## src/rtl/pixel_compositor_if.sv

```systemverilog
// Bus between the pixel compositor, the upstream layer sources and the VGA sink.
// master = compositor side, slave = upstream/sink side.
interface pixel_compositor_if #(
  parameter int NUM_LAYERS = 4
);
  // Handshake: a pixel is consumed on every rising edge where VGA_ready=1 and
  // sync_clear=0; layer_color/layer_mode must be valid for (pixel_x, pixel_y)
  // in that same cycle. color_valid strobes for exactly one cycle per consumed pixel.
  logic                         VGA_ready;
  logic                         sync_clear;
  logic [NUM_LAYERS*24-1:0]     layer_color;
  logic [NUM_LAYERS*2-1:0]      layer_mode;
  logic [15:0]                  pixel_x;
  logic [15:0]                  pixel_y;
  logic [18:0]                  address;
  logic [23:0]                  color;
  logic [18:0]                  color_addr;
  logic                         color_valid;
  logic                         frame_done;
  logic [7:0]                   frame_count;

  modport master (
    input  VGA_ready, sync_clear, layer_color, layer_mode,
    output pixel_x, pixel_y, address, color, color_addr, color_valid,
           frame_done, frame_count
  );

  modport slave (
    output VGA_ready, sync_clear, layer_color, layer_mode,
    input  pixel_x, pixel_y, address, color, color_addr, color_valid,
           frame_done, frame_count
  );
endinterface

```

## src/rtl/pixel_compositor.sv

```systemverilog
// Raster scan generator with a priority/translucent layer compositor; one pixel
// per clock whenever the sink is ready, registered output with 1-cycle latency.
module pixel_compositor #(
  parameter int          H_ACTIVE   = 640,
  parameter int          V_ACTIVE   = 480,
  parameter int          NUM_LAYERS = 4,
  parameter logic [23:0] BG_COLOR   = 24'h000000
) (
  input  logic clk,
  input  logic rst,
  pixel_compositor_if.master bus
);

  localparam logic [15:0] X_LAST = 16'(H_ACTIVE - 1);
  localparam logic [15:0] Y_LAST = 16'(V_ACTIVE - 1);

  logic [15:0] x_q;
  logic [15:0] y_q;
  logic [18:0] addr_q;
  logic [23:0] color_q;
  logic [18:0] color_addr_q;
  logic        color_valid_q;
  logic        frame_done_q;
  logic [7:0]  frame_count_q;

  logic [23:0] comp;
  logic [23:0] lc;
  logic [1:0]  lm;
  logic [8:0]  sum;

  // Fold from the lowest-priority layer up so layer 0 is applied last.
  always_comb begin
    comp = BG_COLOR;
    lc   = '0;
    lm   = '0;
    sum  = '0;
    for (int i = NUM_LAYERS - 1; i >= 0; i--) begin
      lc = bus.layer_color[i*24 +: 24];
      lm = bus.layer_mode[i*2 +: 2];
      if (lc != 24'h000000 && !lm[1]) begin
        if (lm == 2'd0) begin
          comp = lc;
        end else begin
          for (int ch = 0; ch < 3; ch++) begin
            sum = {1'b0, lc[ch*8 +: 8]} + {1'b0, comp[ch*8 +: 8]};
            comp[ch*8 +: 8] = sum[8:1];
          end
        end
      end
    end
  end

  wire accept  = bus.VGA_ready && !bus.sync_clear;
  wire at_xend = (x_q == X_LAST);
  wire at_yend = (y_q == Y_LAST);

  always_ff @(posedge clk or negedge rst) begin
    if (!rst) begin
      x_q           <= '0;
      y_q           <= '0;
      addr_q        <= '0;
      color_q       <= BG_COLOR;
      color_addr_q  <= '0;
      color_valid_q <= 1'b0;
      frame_done_q  <= 1'b0;
      frame_count_q <= '0;
    end else begin
      color_valid_q <= 1'b0;
      frame_done_q  <= 1'b0;
      if (bus.sync_clear) begin
        x_q    <= '0;
        y_q    <= '0;
        addr_q <= '0;
      end else if (accept) begin
        color_q       <= comp;
        color_addr_q  <= addr_q;
        color_valid_q <= 1'b1;
        if (!at_xend) begin
          x_q    <= x_q + 16'd1;
          addr_q <= addr_q + 19'd1;
        end else if (!at_yend) begin
          x_q    <= '0;
          y_q    <= y_q + 16'd1;
          addr_q <= addr_q + 19'd1;
        end else begin
          x_q           <= '0;
          y_q           <= '0;
          addr_q        <= '0;
          frame_done_q  <= 1'b1;
          frame_count_q <= frame_count_q + 8'd1;
        end
      end
    end
  end

  assign bus.pixel_x     = x_q;
  assign bus.pixel_y     = y_q;
  assign bus.address     = addr_q;
  assign bus.color       = color_q;
  assign bus.color_addr  = color_addr_q;
  assign bus.color_valid = color_valid_q;
  assign bus.frame_done  = frame_done_q;
  assign bus.frame_count = frame_count_q;

endmodule

```

## src/flat_wrapper.sv

```systemverilog
// flat-port wrapper written by rule: the top's interface ports become plain ports
module pixel_compositor_flat 
#(
  parameter int          H_ACTIVE   = 640,
  parameter int          V_ACTIVE   = 480,
  parameter int          NUM_LAYERS = 4,
  parameter logic [23:0] BG_COLOR   = 24'h000000
)
  (clk, rst, bus_VGA_ready, bus_sync_clear, bus_layer_color, bus_layer_mode, bus_pixel_x, bus_pixel_y, bus_address, bus_color, bus_color_addr, bus_color_valid, bus_frame_done, bus_frame_count);
  pixel_compositor_if #(.NUM_LAYERS(NUM_LAYERS)) bus_i ();
  input  logic clk;
  input  logic rst;
  input wire logic [$bits(bus_i.VGA_ready)-1:0] bus_VGA_ready;
  input wire logic [$bits(bus_i.sync_clear)-1:0] bus_sync_clear;
  input wire logic [$bits(bus_i.layer_color)-1:0] bus_layer_color;
  input wire logic [$bits(bus_i.layer_mode)-1:0] bus_layer_mode;
  output wire logic [$bits(bus_i.pixel_x)-1:0] bus_pixel_x;
  output wire logic [$bits(bus_i.pixel_y)-1:0] bus_pixel_y;
  output wire logic [$bits(bus_i.address)-1:0] bus_address;
  output wire logic [$bits(bus_i.color)-1:0] bus_color;
  output wire logic [$bits(bus_i.color_addr)-1:0] bus_color_addr;
  output wire logic [$bits(bus_i.color_valid)-1:0] bus_color_valid;
  output wire logic [$bits(bus_i.frame_done)-1:0] bus_frame_done;
  output wire logic [$bits(bus_i.frame_count)-1:0] bus_frame_count;
  assign bus_i.VGA_ready = bus_VGA_ready;
  assign bus_i.sync_clear = bus_sync_clear;
  assign bus_i.layer_color = bus_layer_color;
  assign bus_i.layer_mode = bus_layer_mode;
  assign bus_pixel_x = bus_i.pixel_x;
  assign bus_pixel_y = bus_i.pixel_y;
  assign bus_address = bus_i.address;
  assign bus_color = bus_i.color;
  assign bus_color_addr = bus_i.color_addr;
  assign bus_color_valid = bus_i.color_valid;
  assign bus_frame_done = bus_i.frame_done;
  assign bus_frame_count = bus_i.frame_count;
  pixel_compositor #(.H_ACTIVE(H_ACTIVE), .V_ACTIVE(V_ACTIVE), .NUM_LAYERS(NUM_LAYERS), .BG_COLOR(BG_COLOR)) u_core (.clk(clk), .rst(rst), .bus(bus_i));
endmodule
```

## config.mk

```make
export PLATFORM = sky130hd
export DESIGN_NAME = pixel_compositor_flat
export DESIGN_NICKNAME = d
export VERILOG_FILES = /design/src/rtl/pixel_compositor_if.sv /design/src/rtl/pixel_compositor.sv /design/src/flat_wrapper.sv
export SDC_FILE = /design/constraint.sdc
export NUM_CORES = 1
export LEC_CHECK = 0
export CAP_MARGIN = 10
export CORE_MARGIN = 8
export CORE_UTILIZATION = 45
export DETAILED_ROUTE_END_ITERATION = 7
export GPL_TIMING_DRIVEN = 0
export PLACE_DENSITY = 0.72
export SYNTH_ARGS = -nofsm -noshare
export SYNTH_HDL_FRONTEND = slang
export SYNTH_SLANG_ARGS = --single-unit
```

## constraint.sdc

```tcl
create_clock -name clk -period 3.6 [get_ports clk]
set_clock_uncertainty 0.15 [all_clocks]
set_input_delay 0.72 -clock clk [delete_from_list [all_inputs] [get_ports clk]]
set_output_delay 0.72 -clock clk [all_outputs]
set_load 0.05 [all_outputs]
```

Word level (Yosys, flattened, before mapping)
Cells that the tools add are included.
W data, S select, Z words.
- output and inout port bits: 104
- bits in registers: 104
- word-level logic and storage cells: 72
- multiplexer cells: 25
- bitwise gates (word level): 1
- equality and inequality tests: 2
- reduce and logical (&&, ||, !) cells: 23
- $add $sub $neg: 13
- operators with widths (kind ; number):
    $mux W24 ; 8
    $mux W16 ; 7
    $reduce_bool A24 Y1 ; 4
    $add A8 B8 Y9 ; 9
    $mux W19 ; 4
    $add A16 B1 Y16 const B ; 2
    $add A19 B1 Y19 const B ; 1
    $eq A16 B10 Y1 const B ; 1
    $eq A16 B9 Y1 const B ; 1
    $add A8 B1 Y8 const B ; 1
    $logic_not A2 Y1 ; 4
    $mux W1 ; 6
    $logic_and A1 B1 Y1 ; 5
    $logic_not A1 Y1 ; 5
    $reduce_and A2 Y1 ; 2
    $reduce_and A4 Y1 ; 1
    $reduce_bool A2 Y1 ; 2
    $not A1 Y1 ; 1

Logic depth before layout (Yosys ltp)
Gate-level depths: netlist of run 1.
- depth after elaboration: 12
- mapped depth: 30
- gate-level depth less buffers: 29

Least setup slack after synthesis of run 1
No wires, ideal clock.
- path kind: input port to flip-flop
- start point: input bus_layer_mode[7]
- end point: register u_core.color_q[6], in the netlist u_core.bus.color[6]
- path buffers: 3
- data arrival time: 5.911 ns
- path slack: -2.584 ns
- stages on the path: 27
- cells stage by stage: clkbuf_1 > inv_1 > o21ai_1 > clkbuf_1 > clkbuf_1 > or3b_2 > fa_1 > nor2b_1 > o21ai_0 > a21boi_0 > o21ai_0 > a21o_1 > a311oi_1 > a21oi_1 > ha_1 > a21o_1 > a31oi_1 > xnor2_1 > a22o_1 > mux2_2 > ha_1 > or4_1 > o21ai_0 > a21oi_1 > mux2i_1 > a32oi_1 > nand2_1
- word-level cells in the longest chain between the ends: 12
- elaborated cells on any way between the ends: 14
- classes of those cells: add/sub: 3; mux: 8; reduce/logical: 3
- RTL lines (item ; line ; text):
    start, declared ; flat_wrapper.sv:16 ; input wire logic [$bits(bus_i.layer_mode)-1:0] bus_layer_mode;
    $logic_not A2 Y1 / $logic_not A1 Y1 (equally long branches) ; pixel_compositor.sv:41, pixel_compositor.sv:40 ;
    $mux W24 / $logic_and A1 B1 Y1 (equally long branches) ; pixel_compositor.sv:41, pixel_compositor.sv:40 ;
    $mux W24 (*) ; pixel_compositor.sv:40 ; if (lc != 24'h000000 && !lm[1]) begin
    $add A8 B8 Y9 ; pixel_compositor.sv:45 ; sum = {1'b0, lc[ch*8 +: 8]} + {1'b0, comp[ch*8 +: 8]};
    $mux W24 ; pixel_compositor.sv:41 ; if (lm == 2'd0) begin
    $mux W24 (*) ; pixel_compositor.sv:40 ;
    $add A8 B8 Y9 ; pixel_compositor.sv:45 ;
    $mux W24 ; pixel_compositor.sv:41 ;
    $mux W24 (*) ; pixel_compositor.sv:40 ;
    $add A8 B8 Y9 ; pixel_compositor.sv:45 ;
    $mux W24 ; pixel_compositor.sv:41 ;
    $mux W24 (*) ; pixel_compositor.sv:40 ;
    end signal, assigned ; pixel_compositor.sv:75 ; color_q <= comp;
    end, declared ; pixel_compositor.sv:20 ; logic [23:0] color_q;
Mark *: on every way between the ends. The rest lies on a longest branch, timed or not.
A chain may end at the register's enable or synchronous reset.

Final worst setup path of run 1
- start point: input bus_layer_color[90]
- end point: register u_core.color_q[22], in the netlist u_core.bus.color[22]
- word-level cells in the longest chain between the ends: 12
- elaborated cells on any way between the ends: 13
- classes of those cells: add/sub: 3; mux: 8; reduce/logical: 2
- RTL lines (item ; line ; text):
    start, declared ; flat_wrapper.sv:15 ; input wire logic [$bits(bus_i.layer_color)-1:0] bus_layer_color;
    $reduce_bool A24 Y1 ; pixel_compositor.sv:40 ;
    $logic_and A1 B1 Y1 ; pixel_compositor.sv:40 ;
    $mux W24 (*) ; pixel_compositor.sv:40 ;
    $add A8 B8 Y9 ; pixel_compositor.sv:45 ;
    $mux W24 ; pixel_compositor.sv:41 ;
    $mux W24 (*) ; pixel_compositor.sv:40 ;
    $add A8 B8 Y9 ; pixel_compositor.sv:45 ;
    $mux W24 ; pixel_compositor.sv:41 ;
    $mux W24 (*) ; pixel_compositor.sv:40 ;
    $add A8 B8 Y9 ; pixel_compositor.sv:45 ;
    $mux W24 ; pixel_compositor.sv:41 ;
    $mux W24 (*) ; pixel_compositor.sv:40 ;
Marks and branches as above.

==> flow_summary.yaml, run 1 <==
timing:
  fmax_mhz: 168
  setup_ws_ns: -2.35
  min_period_ns: 5.95
  slew_viol_final: 0
  setup_viol: 24
  rsz0062_at_grt: "yes"
  worst_slew_pin_slew_ns: 1.02
  hold_violations: 0
  fin_tns_setup_ns: -44.62
  min_period_over_period: 1.65
  relSlewSlack: 0.315
run:
  max-cap-violations: 0
global_route:
  grt_max_degree: 55
  grt_pass1_wl_um: 58800
  grt_pass1_vias: 10900
  antenna_found_initial: 1
  gr-usage-all-layers: 0.275
  globalRoute.totalOverflow: 0
yosys:
  ys_ff_latch: 104
  synth_cells: 1236
  async_flop_share: 1.00
  ys_top_cells_by_area: "dfrtp_1, ha_1, nand2_1, o21ai_0, nor2_1"
  post_synth.cell_area_avg_um2: 7.81
  ys_types: 76
  yosys_warnings: 0
  synth_ff_type: "dfrtp_1"
  synthDominantCellAreaShare: 0.269
  syn-cell-area_um2: 9660
  synth.largest_area_cell: "dfrtp_1"
  synth_edf_count: 0
  synthMostInstantiatedCell: "nand2_1"
  yosys-top-cells-count: "nand2_1, nor2_1, o21ai_0"
  synth_nets: 1427
  synth.yosys.seq_area_share: 0.269
worst_setup_path:
  crit_path_start_kind: "input pin"
  path_buf_inv: 5
  critPathArrivalTime_ns: 6.08
  cp.required_ns: 3.73
  cpMaxStageDelayCell: "a2111oi_2"
  path_delay_family: "compound AO/OA/AOI/OAI gates"
  crit_path_max_incr_delay_ns: 0.39
  cp_max_fo: 5
  end_kind: "flop"
  path_common_cell: "o21ai_2"
  criticalPathCategory: "input pin to flop"
clock_network:
  htreeDepth: 3
  cts.sinks: 104
  clock_latency_ns: 0.35
  cts_root_buf: "clkbuf_16"
  cts_buffers: 9
  clk_pin_slew_worst_paths_ns: 0.08
  cts_buffer_depth: 2
  cts_tree: "yes"
placed_design:
  place_hpwl_um: 27300
  finalWeightedCongestion: 0.935
  place_worst_setup_slack_ns: -3.32
  io_buffers: 206
routing:
  finalWirelength_um: 38300
  wire_per_inst_um: 20.9
  vias: 11200
  drtPass1Iterations: 5
  ant_nets: 0
  drt_iter0_markers: 968
  via_per_inst: 6.09
  drcViolationCount: 0
floorplanning:
  die_w_um: 162
  start_util: 0.459
  core-area_um2: 21000
  die_h_um: 162
  io_pins: 212
  die-area_um2: 26400
  rows: 53
cells_and_area:
  n_fill_cell: 1663
  antenna_cells: 0
  area_delta_synth_final_pct: 49.7
  drive_gt1_frac: 0.240
  nNetsFinal: 1746
pwr:
  vdd_drop_max_mv: 0.320
  p_per_area_nw_per_um2: 351
  p_seq_frac: 0.264
  pwr-share-comb: 0.549
  p_leak_nw: 6.13
  p_switching_w: 0.00210
  p_sw_frac: 0.414
  clkPwrFrac: 0.187
  p_int_w: 0.00297
run_status:
  violations: "negative setup slack"
  outcome: "complete, but fails checks"
min_path:
  hold_class: "input pin to async pin"
final timing paths:
check / endpoint / start / depth (start not counted) / slack [ns]
min in group clk: u_core.bus.color_addr[2] / u_core.bus.color_addr[2] / 2 / 0.32
setup reg to reg: u_core.bus.address[18] / u_core.bus.pixel_y[10] / 8 / 0.56
max in group asynchronous: u_core.bus.color[3] / rst / 2 / 2.32
setup / recovery: u_core.bus.color[22] / bus_layer_color[90] / 29 / -2.35
hold / removal: u_core.bus.pixel_y[15] / rst / 1 / 0.25
hold reg to reg: u_core.bus.color_addr[2] / u_core.bus.color_addr[2] / 2 / 0.32
flip-flops by register name (all words and copies together), names as in the netlist:
| name | count |
|---|---|
| u_core.bus.color | 24 |
| u_core.bus.address | 19 |
| u_core.bus.color_addr | 19 |
| u_core.bus.pixel_x | 16 |
| u_core.bus.pixel_y | 16 |
| u_core.bus.frame_count | 8 |
| u_core.bus.color_valid | 1 |
| u_core.bus.frame_done | 1 |
power by group through the flow:
stage               combinational, W  clock [W]  sequential [W]
detailed placement           0.00213          0         0.00136
global placement             0.00210          0         0.00136
CTS                          0.00250   0.000975         0.00134
floorplan                    0.00110          0         0.00169
global route                 0.00295    0.00101         0.00135
finish                       0.00278   0.000950         0.00134
worst register-to-register path, stage by stage (launching register included):
cell      delay [ns]
dfrtp_1         0.45
nor4_1          0.58
and4_1          0.37
nor2_1          0.14
a21oi_2         0.44
clkbuf_1        0.41
o21ai_0         0.18
nand2_1         0.11
o41ai_1         0.08
placed cells by master, fill, tap and decap left out, types with 20 or more instances in the layout:
cell type / count
nand2_1: 191
clkdlybuf4s50_1: 181
nor2_1: 112
dfrtp_1: 104
buf_4: 94
o21ai_0: 75
ha_1: 44
inv_1: 42
a21oi_1: 40
clkbuf_1: 34
nand3_1: 31
mux2i_1: 27
a21o_1: 26
ha_4: 26
xor2_1: 25
nor4_1: 24
and3_1: 21
xnor2_1: 20
what timing repair did:
| item | 4_1_cts | 5_1_grt |
|---|---|---|
| buffers inserted | 74 | 28 |
| gates resized for setup | 226 | 97 |
| hold endpoints to repair | 0 | 0 |
| setup endpoints to repair | 24 | 30 |
| hold buffers | 0 | 0 |
| pin swaps | 107 | 90 |
layer usage:
layer | GRT usage | up-vias | share of wire
met5 | 0 | - | 0.00034
met1 | 0.353 | 5372 | 0.41
met2 | 0.444 | 526 | 0.46
li1 | - | 5155 | -
met4 | 0.115 | 2 | 0.043
met3 | 0.0533 | 116 | 0.082
metrics by stage:
| stage | total power, W | util | hold slack [ns] | std cells | cell area, um2 |
|---|---|---|---|---|---|
| after floorplan | 0.00279 | - | 0.274 | 1236 | 10000 |
| after global placement | 0.00346 | 0.590 | 0.310 | 1717 | 12400 |
| after detailed placement | 0.00349 | 0.591 | 0.311 | 1718 | 12400 |
| after CTS | 0.00481 | 0.661 | 0.268 | 1807 | 13900 |
| after global routing | 0.00531 | 0.688 | 0.300 | 1834 | 14500 |
| final | 0.00507 | 0.688 | 0.252 | 1834 | 14500 |
cell type report:
| class | count | area [um2] | share of cell area |
|---|---|---|---|
| Buffer | 51 | 272 | 0.0188 |
| Sequential cell | 104 | 2600 | 0.180 |
| Clock inverter | 6 | 56.3 | 0.00390 |
| Timing Repair Buffer | 308 | 2820 | 0.195 |
| Clock buffer | 9 | 225 | 0.0156 |
| Tap cell | 275 | 344 | 0.0238 |
| Multi-Input combinational cell | 1032 | 7940 | 0.549 |
| Inverter | 49 | 191 | 0.0132 |
cells by family after synthesis:
| group | Yosys count | synth area share |
|---|---|---|
| and+or+nand+nor | 503 | 0.241 |
| AOI/OAI and AO/OA | 357 | 0.249 |
| DFF | 104 | 0.270 |
| buffers and inverters | 100 | 0.0391 |
| adders and majority gates | 83 | 0.115 |
| xor gates and xnor gates | 52 | 0.0472 |
| muxes | 37 | 0.0404 |
Note: power is estimated with default switching activity, not from simulation.
==> inputs of run 2 (changes only) <==
Settings changed: CELL_PAD_IN_SITES_DETAIL_PLACEMENT from default to 0, CELL_PAD_IN_SITES_GLOBAL_PLACEMENT from default to 1, CORE_UTILIZATION 45 to 41, PLACE_DENSITY 0.72 to 0.88.
==> run 2 against run 1 <==
The flow still finishes with violations (negative setup slack). Via count decreased by 2.1%. Highest routed layer is now met4. Sequential cell count unchanged. Clock power increased by 14%. Register-to-register slack got worse by 0.15 ns. Global-route usage decreased by 1.8 points. Wire length decreased by 1.0%. Critical endpoint unchanged. Utilization decreased by 6.0 points. Non-clock buffer count increased by 11. Combinational power about the same. Critical path depth decreased by 6.
==> flow_summary.yaml, run 2 (same netlist as run 1, synthesis figures left out) <==
run_status:
  violations: "negative setup slack"
  outcome: "complete, but fails checks"
cells_and_area:
  n_fill_cell: 2029
  area_delta_synth_final_pct: 51.5
  antenna_cells: 0
  drive_gt1_frac: 0.246
  largest_register_ffs: 24
  final_common_cell: "nand2_1"
  nNetsFinal: 1757
  layout_common_cells: "nand2_1, clkdlybuf4s50_1, nor2_1"
routing:
  via_per_inst: 5.78
  drtPass1Iterations: 5
  vias: 10900
  wire_per_inst_um: 20.1
  ant_nets: 0
  finalWirelength_um: 38000
  drcViolationCount: 0
  drt_iter0_markers: 883
global_route:
  grt_pass1_wl_um: 59400
  gr-usage-all-layers: 0.256
  grt_max_degree: 66
  grt_pass1_vias: 11100
  globalRoute.totalOverflow: 0
  antenna_found_initial: 0
clock_network:
  cts_tree: "yes"
  clock_latency_ns: 0.36
  cts.sinks: 104
  cts_root_buf: "clkbuf_16"
  cts_buffer_depth: 2
  ctsHoldBuffers: 0
  clk_pin_slew_worst_paths_ns: 0.08
  htreeDepth: 3
  cts_buffers: 9
floorplanning:
  start_util: 0.414
  io_pins: 212
  die_h_um: 169
  rows: 56
  die_w_um: 169
  die-area_um2: 28700
  core-area_um2: 23300
timing:
  hold_violations: 0
  setup_viol: 24
  setup_ws_ns: -2.16
  fmax_mhz: 174
  relSlewSlack: 0.332
  worst_slew_pin_slew_ns: 0.998
  fin_hold_ws_ns: 0.194
  min_period_ns: 5.76
  min_period_over_period: 1.60
  slew_viol_final: 0
  rsz0062_at_grt: "yes"
worst_setup_path:
  end_kind: "flop"
  criticalPathCategory: "input pin to flop"
  cp.required_ns: 3.75
  crit_path_start_kind: "input pin"
  cp_max_fo: 4
  critPathArrivalTime_ns: 5.91
pwr:
  p_per_area_nw_per_um2: 354
  p_leak_nw: 6.19
  power.total_w: 0.00518
  vdd_drop_max_mv: 0.298
placed_design:
  io_buffers: 206
  place_hpwl_um: 27900
  finalWeightedCongestion: 0.957
  place_worst_setup_slack_ns: -3.37
run:
  max-cap-violations: 0
min_path:
  hold_class: "input pin to async pin"
[run 2: cell types whose count changed in the layout (fill, tap and decap cells not counted), moves of 4 or more]
cell,delta
ha_1,-4
buf_6,+5
nand2_2,+4
buf_4,+7
[run 2: path summary, 6_finish.rpt]
kind | start | end | slack, ns | cells past startpoint
min in group clk | u_core.bus.frame_count[7] | u_core.bus.frame_count[7] | 0.32 | 1
worst max-delay path | bus_layer_color[64] | u_core.bus.color[22] | -2.16 | 23
worst min-delay path | rst | u_core.bus.pixel_y[2] | 0.19 | 1
worst max register to register | u_core.bus.pixel_y[5] | u_core.bus.address[10] | 0.41 | 8
max in group asynchronous | rst | u_core.bus.color[21] | 2.40 | 2
worst min register to register | u_core.bus.frame_count[7] | u_core.bus.frame_count[7] | 0.32 | 1
[run 2: power by group]
part / leakage (nW) / switching (W) / internal, W / total (W)
logic: 4.66 / 0.00151 / 0.00125 / 0.00276
registers: 1.38 / 0.0000819 / 0.00126 / 0.00134
clock network: 0.157 / 0.000515 / 0.000563 / 0.00108
[run 2: per-layer routing]
| layer | up-vias | track usage | share of wire |
|---|---|---|---|
| met4 | 0 | 0.104 | 0.033 |
| met5 | - | 0 | 0 |
| met3 | 78 | 0.0465 | 0.061 |
| li1 | 5156 | - | - |
| met1 | 5308 | 0.322 | 0.44 |
| met2 | 390 | 0.429 | 0.47 |
[run 2: repair_timing]
action | 4_1_cts | 5_1_grt
setup buffers | 88 | 26
endpoints found under the setup margin | 24 | 24
pin swaps | 127 | 94
resized for setup | 244 | 90
[run 2: cell type report]
class	instances	area [um2]	share of cell area
multi-input cells	1032	7930	0.542
flip-flops and latches	104	2600	0.178
repair buffers	319	2920	0.199
plain buffers	51	269	0.0184
clock inverters	7	95.1	0.00650
clock buffers	9	225	0.0154
well taps	319	399	0.0273
inverters	49	191	0.0131
[run 2: worst max-delay path: stages]
cell,delay (ns)
clkdlybuf4s50_1,0.54
nor4bb_4,0.38
o21bai_4,0.11
fa_1,0.48
nor2b_4,0.14
o21ai_2,0.08
a21boi_2,0.17
o21ai_2,0.09
nor3b_2,0.16
o32a_1,0.34
o21ai_2,0.24
ha_4,0.25
or3_1,0.34
o21ai_1,0.08
a31oi_1,0.06
mux2_2,0.24
o211ai_1,0.18
ha_2,0.42
nor3_2,0.04
a21oi_1,0.11
o221ai_1,0.13
a2111oi_1,0.42
a221o_1,0.17
[run 2: metrics by stage]
stage / cell area, um2 / utilization / cells / TNS [ns]
after floorplan: 10000 / - / 1236 / -37.75
after global placement: 12500 / 0.534 / 1761 / -335.05
after detailed placement: 12500 / 0.535 / 1762 / -69.28
after CTS: 14100 / 0.605 / 1866 / -42.45
after global routing: 14600 / 0.627 / 1890 / -48.24
final: 14600 / 0.627 / 1890 / -43.13
==> inputs of run 3 (changes only) <==
Settings changed: SLEW_MARGIN from default to 20.
==> run 3 against run 2 <==
The flow still finishes with violations (negative setup slack). Worst setup slack gained 0.050 ns. Utilization shrank 0.22 points. Highest routed layer unchanged. Clock power shrank 6%. Clock-buffer cell count grew 1. Sequential power is essentially flat. Via count grew 0.43%. Combinational power shrank 2%. Global-route usage shrank 0.18 points. Cell count shrank 0.32%.
==> flow_summary.yaml, run 3 (same netlist as run 1, synthesis figures left out) <==
clock_network:
  cts_root_buf: "clkbuf_16"
  cts.sinks: 104
  htreeDepth: 3
  cts_buffer_depth: 2
  cts_tree: "yes"
  ctsHoldBuffers: 0
  cts_buffers: 9
  clock_latency_ns: 0.36
  clk_pin_slew_worst_paths_ns: 0.09
routing:
  finalWirelength_um: 37700
  vias: 11000
  ant_nets: 0
  drt_iter0_markers: 881
  wire_per_inst_um: 20.0
  drtPass1Iterations: 5
  drcViolationCount: 0
  via_per_inst: 5.83
worst_setup_path:
  critPathArrivalTime_ns: 5.82
  crit_path_max_incr_delay_ns: 0.41
  ff2ff_path_depth: 8
  end_kind: "flop"
  reg2reg_slack_ns: 0.58
  criticalPathCategory: "input pin to flop"
  cp_max_fo: 4
  crit_path_start_kind: "input pin"
  cpMaxStageDelayCell: "or4_4"
  r2r-start: "u_core.bus.pixel_y[5]"
  cp.required_ns: 3.70
  timing.rr.end: "u_core.bus.address[10]"
cells_and_area:
  area_delta_synth_final_pct: 51.0
  antenna_cells: 0
  drive_gt1_frac: 0.226
  final_common_cell: "nand2_1"
  layout.cells.non_filler: 1884
  layout_common_cells: "nand2_1, clkdlybuf4s50_1, nor2_1"
  largest_register_ffs: 24
  nNetsFinal: 1751
run_status:
  violations: "negative setup slack"
  outcome: "complete, but fails checks"
timing:
  fin_tns_setup_ns: -42.03
  hold_violations: 0
  min_period_ns: 5.71
  fin_hold_ws_ns: 0.115
  worst_slew_pin_slew_ns: 0.953
  setup_ws_ns: -2.11
  fmax_mhz: 175
  slew_viol_final: 0
  relSlewSlack: 0.363
  min_period_over_period: 1.59
  setup_viol: 24
  rsz0062_at_grt: "yes"
placed_design:
  io_buffers: 206
  finalWeightedCongestion: 0.957
  numPlacedInstances: 1762
  place_hpwl_um: 28000
  place_worst_setup_slack_ns: -3.36
global_route:
  grt_pass1_wl_um: 59100
  antenna_found_initial: 0
  grt_max_degree: 66
  gr-usage-all-layers: 0.255
  grt_pass1_vias: 11000
  globalRoute.totalOverflow: 0
pwr:
  p_seq_frac: 0.265
  pwr-share-comb: 0.534
  clkPwrFrac: 0.201
  p_switching_w: 0.00208
  power.total_w: 0.00507
  p_leak_nw: 6.17
  p_int_w: 0.00299
  p_sw_frac: 0.410
  p_per_area_nw_per_um2: 348
  vdd_drop_max_mv: 0.324
floorplanning:
  die-area_um2: 28700
  core-area_um2: 23300
  rows: 56
  die_w_um: 169
  start_util: 0.414
  die_h_um: 169
  io_pins: 212
min_path:
  hold_class: "input pin to async pin"
run:
  max-cap-violations: 0
## run 3: changes by cell type in the layout (fill, tap and decap cells not counted), moves of 3 or more
cell     previous run  this run
buf_6              21        27
nand2_2            13         8
buf_2              15         5
buf_8               3         6
ha_1               40        44
nand2_1           188       192
xnor2_2             8         5
buf_4             101        96
## run 3: area by class of cell
class                           instances  area, um2
Buffer                                 51        269
Clock buffer                           10        239
Clock inverter                          6       67.6
Fill cell                            2038       8750
Inverter                               49        191
Multi-Input combinational cell       1032       7850
Sequential cell                       104       2600
Tap cell                              319        399
Timing Repair Buffer                  313       2960
## run 3: critical path: cells and delay by family
kind            cells  cell delay, ns
buf+inv             5            0.60
compound gates     13            1.96
simple gates        6            1.17
mux                 2            0.42
fa+ha+maj           3            0.85
xor+xnor            1            0.08
## run 3: worst max-delay path by stage
stage | start | to | slack [ns] | cells past startpoint
final | bus_layer_color[76] | u_core.bus.color[6] | -2.11 | 30
after global routing | bus_layer_color[87] | u_core.bus.color[7] | -2.37 | 29
after global placement | bus_layer_color[89] | u_core.bus.color[7] | -3.31 | 28
after detailed placement | bus_layer_color[82] | u_core.bus.color[7] | -3.36 | 28
after floorplan | bus_layer_mode[7] | u_core.bus.color[6] | -1.99 | 27
after CTS | bus_layer_color[87] | u_core.bus.color[14] | -2.21 | 31
## run 3: repair_timing
item / 4_1_cts / 5_1_grt
cloned: 0 / 0
gates resized for setup: 244 / 92
endpoints found under the setup margin: 24 / 26
pin swaps: 125 / 73
hold endpoints to repair: 0 / 0
buffers inserted: 87 / 24
## run 3: stage by stage
| stage | instance area (um2) | utilization |
|---|---|---|
| finish | 14600 | 0.625 |
| detailed placement | 12500 | 0.535 |
| global placement | 12500 | 0.534 |
| floorplan | 10000 | - |
| CTS | 14100 | 0.602 |
| global route | 14600 | 0.625 |
## run 3: routing by layer
| layer | global-route usage | part of all wire | wire (um) | vias up |
|---|---|---|---|---|
| met1 | 0.329 | 0.44 | 16500 | 5320 |
| li1 | - | - | - | 5157 |
| met4 | 0.0804 | 0.026 | 979 | 0 |
| met2 | 0.427 | 0.48 | 17900 | 434 |
| met3 | 0.0437 | 0.062 | 2340 | 68 |
| met5 | 0 | 0 | 0 | - |
## run 3: power groups by stage
stage	registers [W]	logic (W)	clock network, W
CTS	0.00134	0.00252	0.00105
detailed placement	0.00136	0.00214	0
floorplan	0.00169	0.00110	0
global route	0.00135	0.00289	0.00109
global placement	0.00136	0.00211	0
finish	0.00134	0.00271	0.00102
